**src/rtl/fpu_arbiter.sv**
```systemverilog
// Two-requester round-robin front end for a single shared FPU.
// One operation in flight; a timed-out operation returns a quiet NaN with resp_err set.
module fpu_arbiter #(
    parameter int TIMEOUT = 64
) (
    input  logic        clock,
    input  logic        reset,
    input  logic [1:0]  req_rdy,
    output logic [1:0]  req_ack,
    input  logic [7:0]  req_command,
    input  logic [63:0] req_a,
    input  logic [63:0] req_b,
    output logic [1:0]  resp_rdy,
    input  logic [1:0]  resp_ack,
    output logic [31:0] resp_result,
    output logic        resp_err,
    output logic [3:0]  fpu_command,
    output logic [31:0] fpu_data_a,
    output logic [31:0] fpu_data_b,
    output logic        fpu_input_rdy,
    output logic        fpu_output_ack,
    input  logic        fpu_input_ack,
    input  logic        fpu_output_rdy,
    input  logic [31:0] fpu_result
);

    typedef enum logic [1:0] {IDLE, ISSUE, WAIT, RESPOND} state_t;

    localparam logic [7:0]  CNT_MAX = 8'(TIMEOUT - 1);
    localparam logic [31:0] QNAN    = 32'h7FC0_0000;

    state_t      state, state_nxt;
    logic [7:0]  cnt, cnt_nxt;
    logic        grant, grant_nxt;
    logic        pick;
    logic [1:0]  grant_oh;
    logic        timed_out;
    logic [1:0]  req_ack_nxt, resp_rdy_nxt;
    logic [31:0] result_nxt;
    logic        err_nxt, in_rdy_nxt, out_ack_nxt;
    logic [3:0]  cmd_nxt;
    logic [31:0] a_nxt, b_nxt;

    // grant holds the last winner; on contention the other requester wins
    assign pick      = (&req_rdy) ? ~grant : req_rdy[1];
    assign grant_oh  = grant ? 2'b10 : 2'b01;
    assign timed_out = (cnt == CNT_MAX);

    always_ff @(posedge clock) begin
        if (reset) begin
            state          <= IDLE;
            cnt            <= '0;
            grant          <= 1'b1;
            req_ack        <= '0;
            resp_rdy       <= '0;
            resp_result    <= '0;
            resp_err       <= 1'b0;
            fpu_input_rdy  <= 1'b0;
            fpu_output_ack <= 1'b0;
            fpu_command    <= '0;
            fpu_data_a     <= '0;
            fpu_data_b     <= '0;
        end else begin
            state          <= state_nxt;
            cnt            <= cnt_nxt;
            grant          <= grant_nxt;
            req_ack        <= req_ack_nxt;
            resp_rdy       <= resp_rdy_nxt;
            resp_result    <= result_nxt;
            resp_err       <= err_nxt;
            fpu_input_rdy  <= in_rdy_nxt;
            fpu_output_ack <= out_ack_nxt;
            fpu_command    <= cmd_nxt;
            fpu_data_a     <= a_nxt;
            fpu_data_b     <= b_nxt;
        end
    end

    always_comb begin
        state_nxt    = state;
        cnt_nxt      = cnt;
        grant_nxt    = grant;
        req_ack_nxt  = 2'b00;
        resp_rdy_nxt = resp_rdy;
        result_nxt   = resp_result;
        err_nxt      = resp_err;
        in_rdy_nxt   = fpu_input_rdy;
        out_ack_nxt  = 1'b0;
        cmd_nxt      = fpu_command;
        a_nxt        = fpu_data_a;
        b_nxt        = fpu_data_b;

        unique case (state)
            IDLE: begin
                if (|req_rdy) begin
                    grant_nxt   = pick;
                    req_ack_nxt = pick ? 2'b10 : 2'b01;
                    cmd_nxt     = pick ? req_command[7:4] : req_command[3:0];
                    a_nxt       = pick ? req_a[63:32] : req_a[31:0];
                    b_nxt       = pick ? req_b[63:32] : req_b[31:0];
                    in_rdy_nxt  = 1'b1;
                    cnt_nxt     = '0;
                    state_nxt   = ISSUE;
                end
            end
            ISSUE: begin
                cnt_nxt = cnt + 8'd1;
                if (timed_out) begin
                    result_nxt   = QNAN;
                    err_nxt      = 1'b1;
                    in_rdy_nxt   = 1'b0;
                    resp_rdy_nxt = grant_oh;
                    state_nxt    = RESPOND;
                end else if (fpu_input_ack) begin
                    in_rdy_nxt = 1'b0;
                    state_nxt  = WAIT;
                end
            end
            WAIT: begin
                cnt_nxt = cnt + 8'd1;
                // a result arriving on the last allowed cycle still counts
                if (fpu_output_rdy) begin
                    result_nxt   = fpu_result;
                    err_nxt      = 1'b0;
                    out_ack_nxt  = 1'b1;
                    resp_rdy_nxt = grant_oh;
                    state_nxt    = RESPOND;
                end else if (timed_out) begin
                    result_nxt   = QNAN;
                    err_nxt      = 1'b1;
                    in_rdy_nxt   = 1'b0;
                    resp_rdy_nxt = grant_oh;
                    state_nxt    = RESPOND;
                end
            end
            RESPOND: begin
                if (resp_ack[grant]) begin
                    resp_rdy_nxt = 2'b00;
                    state_nxt    = IDLE;
                end
            end
            default: state_nxt = IDLE;
        endcase
    end

endmodule
```
**config.mk**
```make
export PLATFORM = sky130hd
export DESIGN_NAME = fpu_arbiter
export DESIGN_NICKNAME = d
export VERILOG_FILES = /design/src/rtl/fpu_arbiter.sv
export SDC_FILE = /design/constraint.sdc
export NUM_CORES = 1
export LEC_CHECK = 0
export CAP_MARGIN = 10
export CORE_AREA = 2 2 112 114
export DETAILED_ROUTE_END_ITERATION = 8
export DIE_AREA = 0 0 114 116
export PLACE_DENSITY = 0.84
export SYNTH_ARGS = -nofsm -noshare
export SYNTH_HDL_FRONTEND = slang
export SYNTH_SLANG_ARGS = --single-unit
export TNS_END_PERCENT = 50
```
**constraint.sdc**
```tcl
create_clock -name clock -period 3.1 [get_ports clock]
set_input_delay 0.62 -clock clock [delete_from_list [all_inputs] [get_ports clock]]
set_output_delay 0.62 -clock clock [all_outputs]
set_load 0.005 [all_outputs]
```
Yosys cells after proc, flatten, opt, wreduce, memory -nomap -nowiden
Index checks and enable logic that the tools add are counted.
- bits in registers: 118
- bits in latches: 0
- bits in writable memories: 0
- bits in read-only memories: 0
- input port bits: 176
- word-level logic and storage cells: 76
- memories kept: 0
- add/subtract/negate cells: 1
- multiply operators: 0
- divide/modulo/power cells: 0
- order comparisons: 1
- eq/ne operators: 10
- shift operators: 0
- muxes and demuxes: 33
- bitwise gates (word level): 4
- reduce and logical (&&, ||, !) cells: 15
- operators with widths (cell ; count):
    $mux 32 ; 4
    $pmux 32 s2 ; 1
    $mux 2 ; 10
    $pmux 8 s2 ; 1
    $mux 1 ; 11
    $add 8x1->8 const B ; 1
    $eq 8x6->1 const B ; 1
    $mux 8 ; 1
    $ne 2x2->1 const B ; 4
    $pmux 2 s4 ; 1
    $reduce_and 2->1 ; 4
    $ne 3x3->1 const B ; 2
    $pmux 2 s3 ; 1
    $reduce_bool 3->1 ; 2
    $reduce_or 2->1 ; 3
    $reduce_and 5->1 ; 1
    $eq 2x2->1 const B ; 2
    $mux 4 ; 1
    $not 1->1 ; 4
    $reduce_and 4->1 ; 1
    $reduce_bool 2->1 ; 2
    $pmux 1 s3 ; 1
    $reduce_or 3->1 ; 1
    $eq 2x1->1 const B ; 1
    other kinds (3) ; 3

Longest topological paths before layout
- depth in word-level cells: 4
- depth in mapped cells: 8
- depth with buffers taken out: 6

Worst setup path after synthesis
Ideal clock, no wire load.
- path type: register to register
- start point: register state[0]
- end point: register cnt[7]
- setup time: 121 ps
- data arrival time: 1582 ps
- required time: 2979 ps
- path slack: 1397 ps
- stages on the path, launching flop included: 7
- path through: dfxtp_1 -> inv_1 -> ha_1 -> nor3b_1 -> nor4_2 -> nand3_1 -> mux2_2
- longest elaborated chain between the ends: 4
- elaborated cells on any way between the ends: 8
- those cells by class: 3 x eq/ne; 1 x mux; 4 x reduce/logical
- ends and longest elaborated chain (what ; RTL line ; source):
    start: declaration ; 32 ; state_t state, state_nxt;
    start signal: assignment ; 64 ; state <= state_nxt;
    $eq 2x2->1 / $eq 2x1->1 (equally long branches) ; 93 ; unique case (state)
    $reduce_or 2->1 (no line) ; - ;
    $reduce_bool 2->1 (no line) ; - ;
    $reduce_and 2->1 (no line) ; - ;
    end signal: assignment ; 65 ; cnt <= cnt_nxt;
    end: declaration ; 33 ; logic [7:0] cnt, cnt_nxt;
Several ways; a longest one is shown, not always the timed one.
A chain may end at the register's enable or synchronous reset.

Worst setup path in the final report
- start point: register state[1]
- end point: register resp_result[6]
- longest elaborated chain between the ends: 2
- elaborated cells on any way between the ends: 4
- those cells by class: 2 x eq/ne; 1 x mux; 1 x reduce/logical
- ends and longest elaborated chain (what ; RTL line ; source):
    $eq 2x2->1 / $eq 2x1->1 (equally long branches) ; 93 ;
    $pmux 32 s2 / $reduce_bool 2->1 (equally long branches) ; - ;
    end signal: assignment ; 69 ; resp_result <= result_nxt;
    end: declaration ; 15 ; output logic [31:0] resp_result,
Several ways; a longest one is shown, not always the timed one.

==> metrics.txt <==
status complete, no violations; clk buf depth 2; flops & latches, synth 118; DR vias between 4000 and 5000; Async S/R FF share, synth 0%; worst path required time between 3 and 4 ns; RSZ-0062 raised after global routing false; EDFF count, synth 0; clk slew on worst S/H paths 0.05 ns; Netlist cell types 55; multi-input logic area 2180 sq um; Starting Density approximately two fifths; CTS HTree Levels 4; final setup vio count 0; post-route minimum period 2.20 ns; Num CTS Buffers 17; drt first pass iters 5; Post-Layout Cell Count 895; fmax 0.454 GHz; Core ar. roughly 12000 sq um; Synth top area share 50.1%; dpl hpwl 11900 um; IO buf count around 280; Final Routed Wirelength around 16000 um; Max-Cap Viols 0; global route overflow 0; Diodes inserted 0; area delta synth->final 75.9%; crit-path max FO 17; WL/cell between 15 and 20 um; crit path kind flop to flop; PwrDens 761 nW/um^2; vias in the first global route 4909; netlist area before placement 4720 sq um; P_leak 3.64 nW; Iter 0 DRT Violations 339; routability cong. around 0.83; initial antenna violation count 0; syn_area_per_cell 10.2 sq um; Clock Sink Count 118; DRC Markers 0; placed cells roughly 860; cts repair resizes 0; Total Nets Final about 920; Final period util 71.0%; r2r worst-path depth 6; hold buffers post-CTS 0; cells after synthesis 462; Worst EP arrival 2.49 ns; register area share after synthesis 50.1%; hold depth 2; Fillers 886; max_slew headroom 45.6%; synthesis warning total 0; GRT Overall Usage 23.7%; Die Wd approximately 110 um; Register Area 2360 sq um; Yosys top cell by area dfxtp_1; final antenna-violating net count 0; most frequent cells in the layout 282 x clkdlybuf4s50_1, 118 x dfxtp_1, 69 x a21o_1, 68 x a22o_1, 30 x nand2_1; maximum vdd drop 0.000368 V; clk root buf clkbuf_16; skew final 0.00777 ns; most common cell after layout, fill and taps aside clkdlybuf4s50_1; slew at the pin with the worst max-slew slack 0.816 ns; Final Core Density a little over two thirds; largest net degree at the start of global routing slightly above 70; Area contributors post-synth dfxtp_1 50%, a22o_1 13%, a21o_1 11%; vias per cell 5.38; Worst-Skew Late Latency 0.41 ns; Worst setup SP type flop; CTS tree done; first-pass GRT wire length 24600 um; CP Capture Type flop; # IOs roughly 280; Die Ht 116 um; layout cells sized above 1 under 10%; worst hold path class flop to flop; Final Hold Viols 0; syn nets 644; Setup TNS Final 0 ns; Rows 40; Max Transition Viols Final 0; post-CTS setup buffers 0; Main synth FF type dfxtp_1; die area 13200 sq um
-- worst max-delay path: stages (launching register included) --
cell and delay [ns]:
dfxtp_1 0.42, inv_1 0.11, ha_1 0.43, clkinv_1 0.44, buf_4 0.34, o21ai_0 0.23, a21oi_1 0.10
-- Yosys cell counts (3+ instances only) --
library cell,instances
nand2_1,30
and2_1,3
nand3_1,4
a21o_1,69
nand4_1,3
xor2_1,3
a21oi_2,3
clkbuf_1,17
ha_1,6
inv_1,5
dfxtp_1,118
a21oi_1,28
o21ai_0,23
o221a_2,9
a22o_1,68
nor2_1,9
buf_2,16
-- flip-flops by register name, summed over array words and instances, names as in the netlist --
signal	flops
fpu_data_b	32
fpu_command	4
fpu_output_ack	1
cnt	8
resp_rdy	2
fpu_data_a	32
state	2
fpu_input_rdy	1
req_ack	2
grant	1
resp_result	32
resp_err	1
-- final cells by class --
cell class	count	area share, %
Clock buffer	23	5.88
Timing Repair Buffer	290	34.9
Tap cell	147	2.22
Sequential cell	118	28.5
Multi-Input combinational cell	301	26.2
Clock inverter	9	2.05
Inverter	7	0.316
-- power by group --
| group | internal [mW] | switching, mW | total, mW |
|---|---|---|---|
| logic | 1.18 | 0.898 | 2.08 |
| registers | 1.85 | 0.199 | 2.05 |
| clock network | 1.51 | 0.675 | 2.18 |
-- cells by family after synthesis --
group / share of synthesized area (%)
buffers and inverters: 4.16
flip-flops: 50.1
AO/OA/AOI/OAI: 35.0
multiplexers: 0.451
XOR/XNOR: 0.928
AND/OR/NAND/NOR: 7.77
adder cells (fa/ha/maj): 1.59
-- through the flow --
step | total power, mW | hold slack [ns] | area (sq um) | setup slack, ns
after floorplan | 3.03 | 0.458 | 4720 | 1.40
after global placement | 4.06 | 0.460 | 7640 | 0.614
after detailed placement | 4.15 | 0.471 | 7640 | 0.592
after CTS | 6.36 | 0.479 | 8300 | 0.923
after global routing | 6.61 | 0.503 | 8300 | 0.726
final | 6.32 | 0.472 | 8300 | 0.898
-- final timing paths --
path | start | slack (ns) | endpoint
setup / recovery | state[1]$_SDFFE_PP0P_ | 0.90 | resp_result[6]$_SDFFE_PP0N_
hold / removal | resp_result[31]$_SDFFE_PP0N_ | 0.47 | resp_result[31]$_SDFFE_PP0N_
setup reg to reg | state[1]$_SDFFE_PP0P_ | 0.90 | resp_result[6]$_SDFFE_PP0N_
hold reg to reg | resp_result[31]$_SDFFE_PP0N_ | 0.47 | resp_result[31]$_SDFFE_PP0N_
-- layer usage --
metal,track usage [%],wire length (um),vias up
met3,7.90,1210,39
met5,0,0,-
met2,42.2,8460,193
li1,-,-,2261
met1,25.7,6310,2320
met4,10.2,422,0
No activity file was read; power rests on OpenSTA's default activity.
